## config.mk

```make
export PLATFORM = sky130hd
export DESIGN_NAME = red_pitaya_pid_slew
export DESIGN_NICKNAME = d
export VERILOG_FILES = /design/src/rtl/red_pitaya_pid_slew.sv
export SDC_FILE = /design/constraint.sdc
export NUM_CORES = 1
export LEC_CHECK = 0
export CAP_MARGIN = 25
export CORE_MARGIN = 2
export CORE_UTILIZATION = 60
export CTS_CLUSTER_SIZE = 25
export DETAILED_ROUTE_END_ITERATION = 6
export HOLD_SLACK_MARGIN = 0.15
export PLACE_DENSITY = 0.91
export SLEW_MARGIN = 25
export SYNTH_ARGS = -nofsm -noshare
export SYNTH_HDL_FRONTEND = slang
export SYNTH_SLANG_ARGS = --single-unit
```

## constraint.sdc

```tcl
create_clock -name clk_i -period 17.7 [get_ports clk_i]
set_clock_uncertainty 0.15 [all_clocks]
set_input_delay 3.54 -clock clk_i [delete_from_list [all_inputs] [get_ports clk_i]]
set_output_delay 3.54 -clock clk_i [all_outputs]
set_load 0.02 [all_outputs]
```

## src/rtl/red_pitaya_pid_slew.sv

```systemverilog
// Clamp and slew-rate limiter between the PID output and the DAC mux.
// Optional macro PID_SLEW_CNT_EN adds cnt_clr_i / slew_cnt_o (clocks spent slewing).
module red_pitaya_pid_slew #(
  parameter int DIV_W = 16
) (
  input  logic             clk_i,
  input  logic             rstn_i,
  input  logic [14-1:0]    dat_i,
  output logic [14-1:0]    dat_o,
  input  logic [14-1:0]    set_lo_i,
  input  logic [14-1:0]    set_hi_i,
  input  logic [14-1:0]    set_step_i,
  input  logic [DIV_W-1:0] set_div_i,
  input  logic             ena_i,
  input  logic             hold_i,
`ifdef PID_SLEW_CNT_EN
  input  logic             cnt_clr_i,
  output logic [16-1:0]    slew_cnt_o,
`endif
  output logic             lim_o,
  output logic             clamp_o
);

  typedef enum logic [1:0] {
    ST_TRACK = 2'd0,
    ST_SLEW  = 2'd1,
    ST_HOLD  = 2'd2
  } state_t;

  state_t           state_r, state_s;
  logic [14-1:0]    target_r, target_s;
  logic             clamp_r, clamp_s;
  logic [14-1:0]    dat_r, dat_s;
  logic             lim_r, lim_s;
  logic [DIV_W-1:0] cnt_r, cnt_s;
  logic             tick_s;
  logic [15-1:0]    diff_s;
  logic [15-1:0]    mag_s;

  // Stage 1: clamp window; the hi test wins so an inverted window stays defined
  always_comb begin
    target_s = dat_i;
    clamp_s  = 1'b0;
    if ($signed(dat_i) > $signed(set_hi_i)) begin
      target_s = set_hi_i;
      clamp_s  = 1'b1;
    end else if ($signed(dat_i) < $signed(set_lo_i)) begin
      target_s = set_lo_i;
      clamp_s  = 1'b1;
    end else begin
      target_s = dat_i;
      clamp_s  = 1'b0;
    end
  end

  // Prescaler: a shrunk period wraps to zero without producing a tick
  always_comb begin
    tick_s = 1'b0;
    cnt_s  = cnt_r;
    if (hold_i || !ena_i) begin
      cnt_s = {DIV_W{1'b0}};
    end else if (cnt_r == set_div_i) begin
      tick_s = 1'b1;
      cnt_s  = {DIV_W{1'b0}};
    end else if (cnt_r > set_div_i) begin
      cnt_s = {DIV_W{1'b0}};
    end else begin
      cnt_s = cnt_r + {{(DIV_W-1){1'b0}}, 1'b1};
    end
  end

  // Stage 2: step toward the target; a partial step always lands strictly short of it
  always_comb begin
    diff_s = {target_r[13], target_r} - {dat_r[13], dat_r};
    mag_s  = diff_s[14] ? (15'd0 - diff_s) : diff_s;
    dat_s  = dat_r;
    if (hold_i) begin
      dat_s = dat_r;
    end else if (!ena_i) begin
      dat_s = target_r;
    end else if (tick_s) begin
      if ((set_step_i == 14'd0) || (mag_s <= {1'b0, set_step_i})) begin
        dat_s = target_r;
      end else if (diff_s[14]) begin
        dat_s = dat_r - set_step_i;
      end else begin
        dat_s = dat_r + set_step_i;
      end
    end else begin
      dat_s = dat_r;
    end
  end

  // Next state is judged against the values both registers will hold after this edge
  always_comb begin
    lim_s = 1'b0;
    if (hold_i) begin
      state_s = ST_HOLD;
    end else if (ena_i && (dat_s != target_s)) begin
      state_s = ST_SLEW;
    end else begin
      state_s = ST_TRACK;
    end
    if (hold_i) begin
      case (state_r)
        ST_HOLD: lim_s = lim_r;
        ST_SLEW: lim_s = 1'b1;
        default: lim_s = 1'b0;
      endcase
    end else begin
      lim_s = (state_s == ST_SLEW);
    end
  end

  // State, target and output registers
  always_ff @(posedge clk_i) begin
    if (!rstn_i) begin
      state_r  <= ST_TRACK;
      target_r <= 14'd0;
      clamp_r  <= 1'b0;
      dat_r    <= 14'd0;
      lim_r    <= 1'b0;
      cnt_r    <= {DIV_W{1'b0}};
    end else begin
      state_r  <= state_s;
      target_r <= target_s;
      clamp_r  <= clamp_s;
      dat_r    <= dat_s;
      lim_r    <= lim_s;
      cnt_r    <= cnt_s;
    end
  end

  assign dat_o   = dat_r;
  assign lim_o   = lim_r;
  assign clamp_o = clamp_r;

`ifdef PID_SLEW_CNT_EN
  logic [16-1:0] slew_cnt_r;

  // Saturating count of clocks spent in SLEW; clear beats increment
  always_ff @(posedge clk_i) begin
    if (!rstn_i) begin
      slew_cnt_r <= 16'd0;
    end else if (cnt_clr_i) begin
      slew_cnt_r <= 16'd0;
    end else if ((state_r == ST_SLEW) && (slew_cnt_r != 16'hFFFF)) begin
      slew_cnt_r <= slew_cnt_r + 16'd1;
    end else begin
      slew_cnt_r <= slew_cnt_r;
    end
  end

  assign slew_cnt_o = slew_cnt_r;
`endif

endmodule

```

Word level (Yosys, flattened, before mapping)
Index checks and enable logic that the tools add are counted.

Input port bits: 76. Logic and storage cells: 44. Register bits after elaboration: 48.

Multiplexer cells: 16. Equality and inequality tests: 6. $add $sub $neg: 5. Bitwise logic cells: 1. Order comparisons: 4. Reductions and logical operators: 6.

Operators by type and width (number): $mux 14 (7); $add 16x1->16 const B (1); $eq 16x16->1 (1); $gt 16x16->1 (1); $le 15x14->1 (1); $mux 15 (1); $sub 1x15->15 const A (1); $sub 14x14->15 (1); $add 14x14->14 (1); $gt 14x14->1 (1); $logic_not 14->1 (1); $lt 14x14->1 (1); $ne 14x14->1 (1); $sub 14x14->14 (1); $mux 1 (6); $eq 2x1->1 const B (2); $reduce_or 4->1 (1); $eq 2x2->1 const B (1); $logic_or 1x1->1 (2); $mux 2 (1); $ne 2x2->1 const B (1); $pmux 1 s2 (1); $logic_and 1x1->1 (1); $logic_not 1->1 (1); $not 1->1 (1).

Depth between registers and ports, before layout
Depth after elaboration: 15. Mapped depth: 28.

Worst setup path before layout
No wires, ideal clock.

Path kind: in2reg. Start: input set_step_i[4]. End: register lim_r, in the netlist lim_o. Arrival: 7.214 ns. Data required time: 17.419 ns. Path buffers: 0. Path slack: 10.205 ns. Setup time: 0.131 ns. Stages: 17. Cells stage by stage: or4_1 > nor2_1 > a31oi_1 > xnor2_1 > ha_1 > a21o_1 > a21o_1 > or3_1 > o22ai_1 > xnor2_1 > nor2_1 > or4_1 > a211o_1 > nor4_1 > nand4_1 > a2111oi_2 > o41ai_1.

Word-level cells in the longest chain between the ends: 12. Elaborated cells between the ends (all ways): 16. Those cells by class: add/sub (2); order compare (1); eq/ne (2); mux (8); reduce/logical (3).

Ends and longest elaborated chain: start, declared (RTL line 12) `input logic [14-1:0] set_step_i,`; $add 14x14->14 (tied with other cells) (RTL line 87) `dat_s = dat_r + set_step_i;`; $mux 14 / $logic_or 1x1->1 (equally long branches) (RTL line 84, 82); $mux 14 * (RTL line 82) `if ((set_step_i == 14'd0) || (mag_s <= {1'b0, set_step_i})) begin`; $mux 14 * (RTL line 81) `end else if (tick_s) begin`; $mux 14 * (RTL line 79) `end else if (!ena_i) begin`; $mux 14 * (RTL line 77) `if (hold_i) begin`; $ne 14x14->1 * (RTL line 99) `end else if (ena_i && (dat_s != target_s)) begin`; $logic_and 1x1->1 * (RTL line 99); $mux 1 * (RTL line 99); $mux 2 * (RTL line 97) `if (hold_i) begin`; $eq 2x1->1 * (RTL line 111) `lim_s = (state_s == ST_SLEW);`; $mux 1 * (RTL line 104) `if (hold_i) begin`; end signal, assigned (RTL line 129) `lim_r <= lim_s;`; end, declared (RTL line 34) `logic lim_r, lim_s;`.

Every way passes the cells marked *; elsewhere a longest branch is shown, timed or not. A chain may end at the register's enable or synchronous reset.

Final worst setup path
Ends and elaborated chain as after synthesis.

==> results.py <==
metrics = {
    "yosys": {
        "synth_area_per_cell_um2": 7.64,
        "syn_nets": 969,
        "yosys-top-cells-count": "inv_1 (95), ha_1 (87), nor2_1 (77), dfxtp_1 (48), nand2_1 (47)",
        "synthTopCellsByArea": "ha_1 (18%), dfxtp_1 (16%), xnor2_1 (6.3%), inv_1 (5.8%), nor2_1 (4.7%)",
        "synth_area_leader_cell": "ha_1",
        "synth-main-ff-cell": "dfxtp_1",
        "synth-seq-cells": 48,
        "yosysMostFrequentCell": "inv_1",
        "syn_inst": 804,
        "synth_edf_count": 0,
        "synth_area_um2": 6140,
        "seq_area_frac_synth": 0.156,
        "synth_top_area_share": 0.177,
        "yosys_warnings": 0,
        "yosys.cell_types.count": 80,
        "async_reset_ff_frac": 0,
    },
    "clock_network": {
        "clock_path_buffers": 2,
        "cts.sinks": 48,
        "tritoncts": "built",
        "cts_buffers": 5,
        "root_buffer": "clkbuf_8",
        "htreeDepth": 2,
        "cts_resized": 0,
        "hold_buffers": 0,
        "post_cts_buffers": 0,
        "cts.clk_slew.worst_paths_ns": 0.09,
        "clk_latency_ns": 0.30,
    },
    "cells_and_area": {
        "drive_gt1_frac": 0.0407,
        "fill_cells": 785,
        "finalNetCount": 1049,
        "antennaDiodeCount": 0,
        "seq_area_um2": 961,
        "multi_input_comb_area_um2": 4720,
        "post-route-cell-area_um2": 7220,
        "area.growth.synth_to_final_pct": 17.6,
    },
    "worst_setup_path": {
        "critPathMaxStageDelay_ns": 0.62,
        "critPathLaunch": "set_step_i[4]",
        "critPathSlowestCell": "or4_1",
        "endpoint_kind": "flip-flop",
        "cp.required_ns": 17.72,
        "critPathLaunchType": "input pin",
        "worstPathArrival_ns": 8.23,
        "crit_end": "lim_o",
        "path_class": "in -> reg",
        "reg2reg_depth": 26,
        "crit_chain": "clkdlybuf4s50_1, or4_1, nor2_1, a31oi_1, xnor2_1, ha_1, a21o_1, a21o_1, or3_1, o22ai_1, xnor2_1, nor2_1, or4_1, a211o_1, nor4_1, nand4_1, a2111oi_2, o41ai_1",
        "timing.rr.end": "lim_o",
        "path_max_fanout": 5,
        "r2r_start": "target_r[0]",
        "r2r_setup_slack_ns": 11.04,
    },
    "global_routing": {
        "grt_first_pass_wirelength_um": 27200,
        "antenna_found_initial": 0,
        "overflow": 0,
        "grt_pass1_vias": 5940,
        "grtUsageTotal": 0.297,
        "grt_max_degree": 31,
    },
    "sta": {
        "rsz0062_at_grt": "no",
        "max_freq_mhz": 122,
        "hold_violations": 0,
        "setup_tns_ns": 0,
        "setup_violations": 0,
        "slew_headroom": 0.392,
        "slew_viol_final": 0,
        "period_needed_ns": 8.22,
        "finalCritPeriodShare": 0.464,
        "tightestPinTransition_ns": 0.913,
    },
    "route": {
        "drtIter0Drc": 663,
        "ant_nets": 0,
        "vias": 6154,
        "wirelength_um": 16600,
        "vias_per_cell": 6.05,
        "first_pass_iters": 7,
        "drc": 2,
        "wl_per_cell_um": 16.3,
    },
    "placed_design": {
        "place_congestion": 0.969,
        "io_buffers": 91,
        "dp_hpwl_um": 13600,
        "dpl_cell_area_um2": 7140,
    },
    "pwr": {
        "vdd_drop_max_mv": 0.0452,
        "powerDensity_nw_per_um2": 80.4,
        "power.leakage_nw": 3.20,
    },
    "hold_path": {
        "min_from": "cnt_r[0]",
        "hp-class": "reg -> reg",
    },
    "floorplan": {
        "die_h_um": 105,
        "row_count": 36,
        "die_area_um2": 11100,
        "die_x_um": 105,
        "initial_core_util": 0.623,
        "ios": 92,
        "core_area_um2": 9860,
    },
    "run": {
        "drv_cap": 0,
    },
    "status": {
        "status": "finished with violations",
        "violations": "design-rule violations",
    },
}
==> routing by layer <==
layer	vias to the layer above	part of all wire	global-route usage
li1	3049	-	-
met1	2782	0.43	0.372
met2	271	0.47	0.508
met3	52	0.063	0.0387
met4	0	0.035	0.129
met5	-	0	0
==> logic make-up (layout without fill, tap and decap cells) <==
group	count (synthesis)	after routing	synth area share
AND/OR/NAND/NOR	262	262	0.217
AO/OA/AOI/OAI	198	198	0.230
buffers and inverters	117	197	0.0759
adder cells (fa/ha/maj)	89	89	0.184
XOR/XNOR	61	61	0.0882
flip-flops	48	48	0.156
multiplexers	29	29	0.0487
==> worst min path at each step <==
stage | end | slack [ns] | cells past startpoint
finish | cnt_r[0] | 0.37 | 1
global route | cnt_r[15] | 0.41 | 2
CTS | cnt_r[0] | 0.37 | 1
detailed placement | cnt_r[0] | 0.35 | 1
global placement | cnt_r[0] | 0.31 | 1
floorplan | cnt_r[0] | 0.29 | 1
==> report_power, final <==
group	switching [mW]	internal, mW	total, mW
Combinational	0.224	0.173	0.397
Sequential	0.00724	0.114	0.121
Clock	0.0365	0.0268	0.0633
==> registers in the layout (all words and copies together), names as in the netlist <==
| register | cells |
|---|---|
| cnt_r | 16 |
| state_r | 2 |
| target_r | 14 |
| clamp_o | 1 |
| dat_o | 14 |
| lim_o | 1 |
==> final cells by class <==
cell class / instances / area share
clock buffers: 5 / 0.00953
clock inverters: 2 / 0.00173
inverters: 96 / 0.0499
multi-input cells: 639 / 0.654
flip-flops and latches: 48 / 0.133
well taps: 133 / 0.0230
repair buffers: 94 / 0.129
==> worst max-delay path: cells and delay by family <==
family / cells / cell delay [ns]
adders and majority gates: 1 / 0.33
AOI/OAI and AO/OA: 7 / 1.46
buffers and inverters: 1 / 0.46
and+or+nand+nor: 7 / 2.03
xor gates and xnor gates: 2 / 0.41
==> per-stage QoR <==
stage	worst slack, ns	util	std cells	hold slack (ns)	total power, mW
after CTS	9.57	0.732	1017	0.368	0.574
after detailed placement	9.30	0.724	1010	0.347	0.510
after global placement	9.47	0.724	1010	0.314	0.500
final	9.48	0.732	1017	0.366	0.581
after floorplan	10.20	-	804	0.291	0.422
after global routing	9.13	0.732	1017	0.406	0.625
==> cells in the final DEF (no fill, tap or decap), drive strengths merged, types with 18 or more instances in the layout <==
cell           synthesis  final
xnor2                 44     44
nor2                  77     77
mux2i                 25     25
a21o                  20     20
nand4                 18     18
inv                   95     95
o21ai                 41     41
nand3                 20     20
nand2                 47     47
clkdlybuf4s50          0     91
dfxtp                 48     48
nor3                  22     22
ha                    87     87
a21oi                 38     38
(Power assumes the default switching activity.)
